--- config.mk ---
export PLATFORM = sky130hd
export DESIGN_NAME = pipeline_stall_ctrl
export DESIGN_NICKNAME = d
export VERILOG_FILES = /design/src/rtl/pipeline_stall_ctrl_pkg.sv /design/src/rtl/pipeline_stall_ctrl_perf_counter.sv /design/src/rtl/pipeline_stall_ctrl.sv
export SDC_FILE = /design/constraint.sdc
export NUM_CORES = 1
export LEC_CHECK = 0
export BUFFER_PORTS_ARGS = -buffer_cell sky130_fd_sc_hd__clkbuf_2
export CAP_MARGIN = 20
export CORE_UTILIZATION = 39
export DETAILED_ROUTE_END_ITERATION = 16
export PLACE_DENSITY = 0.92
export SETUP_SLACK_MARGIN = 0.02
export SKIP_LAST_GASP = 1
export SLEW_MARGIN = 40
export SYNTH_ARGS = -nofsm -noshare
export SYNTH_HDL_FRONTEND = slang
export SYNTH_SLANG_ARGS = --single-unit
--- constraint.sdc ---
create_clock -name clk -period 2.2 [get_ports clk]
set_input_delay 0.44 -clock clk [delete_from_list [all_inputs] [get_ports clk]]
set_output_delay 0.44 -clock clk [all_outputs]
set_load 0.01 [all_outputs]
--- src/rtl/pipeline_stall_ctrl_pkg.sv ---
// Purpose : shared types and constants for the pipeline stall/flush sequencer.
// Latency : n/a (declarations only).
// Backpressure : n/a.
// Contents: sequencer state enum, pipeline-register index constants,
//           default divide occupancy and perf-counter width, and a helper
//           that builds a "this register and everything upstream" mask.
package pipeline_stall_ctrl_pkg;

  typedef enum logic [1:0] {
    RUN        = 2'd0,
    DIV        = 2'd1,
    REDIR_WAIT = 2'd2
  } stall_ctrl_state_t;

  // Pipeline register indices into Reg_Stall / Reg_Flush.
  localparam int REG_PC      = 0;
  localparam int REG_IFID    = 1;
  localparam int REG_IDEXE   = 2;
  localparam int REG_EXEMEM  = 3;
  localparam int REG_MEMMEM2 = 4;
  localparam int REG_MEM2WB  = 5;
  localparam int NUM_REGS    = 6;

  localparam int DIV_CYCLES_DEF = 32;
  localparam int PERF_W_DEF     = 32;

  // Holding register 'top' also has to hold every register upstream of it,
  // so stall vectors are always a contiguous run of ones from bit 0.
  function automatic logic [NUM_REGS-1:0] hold_upto(input int top);
    logic [NUM_REGS-1:0] m;
    for (int i = 0; i < NUM_REGS; i++) begin
      m[i] = (i <= top);
    end
    return m;
  endfunction

endpackage

--- src/rtl/pipeline_stall_ctrl_perf_counter.sv ---
// Purpose : free-running wrap-around event counter for stall/flush statistics.
// Latency : count visible one cycle after the incrementing cycle.
// Backpressure : none; counts every cycle 'inc' is high, wraps at 2^PERF_W.
// Ports   : clk, resetn (async active-low), inc (count enable), cnt (value).
// Only instanced by pipeline_stall_ctrl when STALL_PERF_CNT_EN is defined.
module stall_perf_counter #(
  parameter int PERF_W = 32
) (
  input  logic              clk,
  input  logic              resetn,
  input  logic              inc,
  output logic [PERF_W-1:0] cnt
);

  logic [PERF_W-1:0] cnt_q, cnt_d;

  always_comb begin
    cnt_d = cnt_q;
    if (inc) begin
      cnt_d = cnt_q + PERF_W'(1);
    end
  end

  always_ff @(posedge clk or negedge resetn) begin
    if (!resetn) begin
      cnt_q <= '0;
    end else begin
      cnt_q <= cnt_d;
    end
  end

  assign cnt = cnt_q;

endmodule

--- src/rtl/pipeline_stall_ctrl.sv ---
// Purpose : central stall/flush sequencer for the PC..WB pipeline registers.
// Latency : Reg_Stall/Reg_Flush/Div_Done/Exc_Redirect combinational from state+inputs.
// Backpressure : one winning cause per cycle (exc > DCache > divide > hazard > ICache).
// Ports   : clk, resetn; hazard/busy/divide/exception inputs; per-register
//           Reg_Stall[5:0] and Reg_Flush[5:0] (0=PC .. 5=MEM2/WB), Div_Done,
//           Exc_Redirect, Perf_StallCnt/Perf_FlushCnt.
// Config  : define STALL_PERF_CNT_EN to build the perf counters; otherwise the
//           Perf_* ports read constant zero and no counter flops exist.
module pipeline_stall_ctrl
  import pipeline_stall_ctrl_pkg::*;
#(
  parameter int DIV_CYCLES = DIV_CYCLES_DEF,
  parameter int PERF_W     = PERF_W_DEF
) (
  input  logic              clk,
  input  logic              resetn,
  input  logic              ID_EX_DH_Stall,
  input  logic              ID_MEM1_DH_Stall,
  input  logic              ID_MEM2_DH_Stall,
  input  logic              ICache_Busy,
  input  logic              DCache_Busy,
  input  logic              EXE_DivStart,
  input  logic              MEM2_ExcFlush,
  output logic [5:0]        Reg_Stall,
  output logic [5:0]        Reg_Flush,
  output logic              Div_Done,
  output logic              Exc_Redirect,
  output logic [PERF_W-1:0] Perf_StallCnt,
  output logic [PERF_W-1:0] Perf_FlushCnt
);

  localparam int               CNT_W    = $clog2(DIV_CYCLES);
  localparam logic [CNT_W-1:0] CNT_LOAD = CNT_W'(DIV_CYCLES - 1);

  stall_ctrl_state_t state_q, state_d;
  logic [CNT_W-1:0]  cnt_q, cnt_d;
  logic              exc_take;
  logic              data_hazard;

  // A second flush pulse while already waiting for the redirect is the same
  // exception seen again by the flushed pipe, so it is not accepted.
  assign exc_take    = MEM2_ExcFlush && (state_q != REDIR_WAIT);
  assign data_hazard = ID_EX_DH_Stall || ID_MEM1_DH_Stall || ID_MEM2_DH_Stall;

  always_comb begin
    Reg_Stall    = '0;
    Reg_Flush    = '0;
    Div_Done     = 1'b0;
    Exc_Redirect = 1'b0;
    state_d      = state_q;
    cnt_d        = cnt_q;

    if (exc_take || (state_q == REDIR_WAIT)) begin
      // Squash everything behind the PC; PC waits for the fetch miss to
      // drain before it can take the vector. Any divide in flight dies here.
      Reg_Flush = ~hold_upto(REG_PC);
      cnt_d     = '0;
      if (ICache_Busy) begin
        Reg_Stall[REG_PC] = 1'b1;
        state_d           = REDIR_WAIT;
      end else begin
        Exc_Redirect = 1'b1;
        state_d      = RUN;
      end
    end else begin
      // Result stays valid for as long as a DCache stall keeps us in DIV.
      Div_Done = (state_q == DIV) && (cnt_q == '0);
      if (DCache_Busy) begin
        // Whole pipe up to MEM2 frozen; sequencer state frozen with it.
        Reg_Stall              = hold_upto(REG_MEMMEM2);
        Reg_Flush[REG_MEM2WB]  = 1'b1;
      end else if ((state_q == RUN) && EXE_DivStart) begin
        Reg_Stall              = hold_upto(REG_IDEXE);
        Reg_Flush[REG_EXEMEM]  = 1'b1;
        state_d                = DIV;
        cnt_d                  = CNT_LOAD;
      end else if ((state_q == DIV) && (cnt_q != '0)) begin
        Reg_Stall              = hold_upto(REG_IDEXE);
        Reg_Flush[REG_EXEMEM]  = 1'b1;
        cnt_d                  = cnt_q - CNT_W'(1);
      end else begin
        // Divide finished (or idle): lower-priority causes may act now.
        if (state_q != RUN) begin
          state_d = RUN;
        end
        if (data_hazard) begin
          Reg_Stall             = hold_upto(REG_IFID);
          Reg_Flush[REG_IDEXE]  = 1'b1;
        end else if (ICache_Busy) begin
          Reg_Stall             = hold_upto(REG_PC);
          Reg_Flush[REG_IFID]   = 1'b1;
        end
      end
    end
  end

  always_ff @(posedge clk or negedge resetn) begin
    if (!resetn) begin
      state_q <= RUN;
      cnt_q   <= '0;
    end else begin
      state_q <= state_d;
      cnt_q   <= cnt_d;
    end
  end

`ifdef STALL_PERF_CNT_EN
  logic stall_any;
  assign stall_any = |Reg_Stall;

  stall_perf_counter #(.PERF_W(PERF_W)) u_stall_cnt (
    .clk    (clk),
    .resetn (resetn),
    .inc    (stall_any),
    .cnt    (Perf_StallCnt)
  );

  stall_perf_counter #(.PERF_W(PERF_W)) u_flush_cnt (
    .clk    (clk),
    .resetn (resetn),
    .inc    (exc_take),
    .cnt    (Perf_FlushCnt)
  );
`else
  assign Perf_StallCnt = '0;
  assign Perf_FlushCnt = '0;
`endif

endmodule

==> flow_metrics.tcl <==
set metrics [dict create \
    outcome "finished with violations" \
    violations "negative setup slack" \
    async_reset_ff_share_pct 100 \
    vias_per_cell 4.28 \
    final_cells 188 \
    critical_path_class "register to output pin" \
    max_freq_mhz 428 \
    antenna_found_initial 0 \
    crit_required_ns 1.76 \
    synth_cell_types 37 \
    drtAntennaViolNets 0 \
    yosys_most_used_dff "dfrtp_1" \
    synth-seq-cells 7 \
    critPathCapture "Reg_Flush[1]" \
    grt_pass1_wl_um 2680 \
    use_met1_pct 16.6 \
    area_growth_pct -5.89 \
    post_drt_wl_per_cell_um 10.1 \
    clkLatencyLatePin_ns 0.25 \
    p_leak_nw 0.562 \
    drtPass1Iterations 4 \
    die_h_um 54.7 \
    dp_cells 183 \
    worst_slew_pin_slew_ns 0.568 \
    cp-start-kind "register" \
    die_x_um 54.7 \
    gp_congestion 0.904 \
    cp.arrival_ns 1.90 \
    dieArea_mm2 0.00299 \
    antenna_cells 0 \
    cts_sinks 7 \
    nets 169 \
    start_util_pct 42.6 \
    pwr-share-seq_pct 33.1 \
    cts_hold_buf 0 \
    final_core_util_pct 40.1 \
    path_clk_slew_ns 0.05 \
    drt_wl_total_um 1900 \
    drive_gt1_share_pct 24.7 \
    power.switching_w 0.000197 \
    num_io_pins 87 \
    end_kind "output pin" \
    syn_area_mm2 0.00108 \
    setup_viol 4 \
    hold_viol_final 0 \
    numCtsBuffers 3 \
    p_clk_share_pct 24.3 \
    power_w 0.000472 \
    cts-htree-levels 1 \
    rr_worst_depth 6 \
    comb_power_share_pct 42.6 \
    fin_crit_sh_pct 106 \
    reg2reg_slack_ns 0.41 \
    min_period_ns 2.34 \
    core-area_mm2 0.00254 \
    synth_cells 136 \
    p_int_w 0.000275 \
    yosys_warnings 0 \
    drc_errors 0 \
    first_global_vias 587 \
    syn_avg_cell_area_um2 7.97 \
    worst-path-max-fanout 3 \
    cts_tree "built" \
    grt_busiest_layer "met2" \
    hold_path_class "primary input to async pin" \
    worst_slack_ns -0.138 \
    r2r_start "cnt_q[0]$_DFFE_PN0P_" \
    max_cap_viol_count 0 \
    grt_setup_unrepaired "true" \
    num_rows 18 \
    root_buffer "clkbuf_4" \
    hold_ws_ns 0.0128 \
    grt_start_max_net_pins 13 \
    drv_slew 0 \
    vias 805 \
    grtUsageMet2_pct 18.9 \
    finClkSkew_ns 0.00328 \
    hpwl_um 1500 \
    yosysSeqAreaShare_pct 16.2 \
    crit_start "cnt_q[0]$_DFFE_PN0P_" \
    grt_usage_pct 12.8 \
    reg2reg_to "cnt_q[0]$_DFFE_PN0P_" \
    clk_path_buf_depth 2 \
    p_per_area_mw_per_mm2 463 \
    synth-edff-count 0 \
    drtIter0Drc 17 \
    fin_tns_setup_ns -0.388 \
    max_slew_margin_pct 61.6 \
    overflow 0 \
    p_sw_share_pct 41.7 \
    globalRouteMet3Util_pct 3.33 \
    ir_drop_uv 240 \
    io_buffer_count 20 \
]
==> synthesized netlist by cell type, drive strengths merged, types with 2 or more instances <==
master	number	area, um^2
a211oi	3	35.0
a21oi	4	23.8
a311oi	2	17.5
and3	2	12.5
buf	68	508
clkbuf	3	11.3
dfrtp	7	175
inv	6	22.5
nand2	5	18.8
nor2	6	22.5
nor3	4	20.0
nor3b	2	15.0
nor4b	2	17.5
o31a	2	17.5
==> per-layer routing <==
layer / wire length, um / share of wire (%)
met4: 29 / 1.5
met5: 0 / 0
met1: 726 / 38
met3: 163 / 8.6
met2: 979 / 52
==> layout by cell type, fill, tap and decap left out, types with 2 or more instances in the layout <==
cell type / Yosys / routed
inv_1: 6 / 5
a311oi_1: 2 / 2
nor3b_1: 2 / 2
o31a_1: 2 / 2
nand2_1: 5 / 5
clkbuf_4: 0 / 3
buf_2: 1 / 2
clkbuf_2: 0 / 18
conb_1: 1 / 66
nor3_1: 4 / 4
buf_4: 67 / 4
and3_1: 2 / 2
a21oi_1: 3 / 3
a211oi_1: 2 / 2
nor2_1: 6 / 6
dfrtp_1: 7 / 6
==> repair_timing <==
item | CTS | global route
pin swaps | 1 | 2
setup endpoints to repair | 8 | 9
gates cloned | 0 | 0
resized for setup | 2 | 7
buffers inserted | 1 | 0
==> registers in the layout, summed over array words and instances, names as in the netlist <==
name / cells
state_q: 2
cnt_q: 5
==> power groups by stage <==
stage	Sequential, W	Combinational, W	Clock, W
floorplan	0.000146	0.000233	0
finish	0.000156	0.000201	0.000115
global route	0.000158	0.000226	0.000131
global placement	0.000156	0.000188	0
CTS	0.000154	0.000195	0.000121
detailed placement	0.000156	0.000189	0
==> stage by stage <==
stage	area [um^2]	worst slack, ns
final	1020	-0.138
after global routing	1020	-0.237
after CTS	1010	-0.141
after detailed placement	968	0.0852
after global placement	968	0.101
after floorplan	1330	0.148
==> critical path, cell delays in order, from the launching register on <==
cell	delay, ns
dfrtp_1	0.38
inv_2	0.06
ha_2	0.17
or4b_4	0.48
a211oi_4	0.25
a31o_1	0.17
clkbuf_2	0.12
==> how the worst min path moves through the flow <==
stage / cells after the start / endpoint / slack (ns)
2_1_floorplan: 0 / cnt_q[0]$_DFFE_PN0P_ / 0.14
4_1_cts: 1 / cnt_q[4]$_DFFE_PN0P_ / 0.01
5_1_grt: 1 / cnt_q[1]$_DFFE_PN0P_ / 0.009
3_5_place_dp: 1 / cnt_q[4]$_DFFE_PN0P_ / 0.29
3_3_place_gp: 1 / cnt_q[4]$_DFFE_PN0P_ / 0.28
6_report: 1 / cnt_q[2]$_DFFE_PN0P_ / 0.01
==> cells by family after synthesis <==
logic type	share of synthesized area [%]
DFF	16.2
and+or+nand+nor	15.5
muxes	0.924
AOI/OAI and AO/OA	15.6
buffers and inverters	50.3
adders and majority gates	1.15
other	0.346
==> area by class of cell <==
type                       count  area, um^2
tap                           30        37.5
clock buffer                   4        26.3
multi-input combinational    116         619
timing repair buffer          24         130
fill                         274        1530
sequential                     7         176
inverter                       7        30.0
No activity file was read; power rests on OpenSTA's default activity.
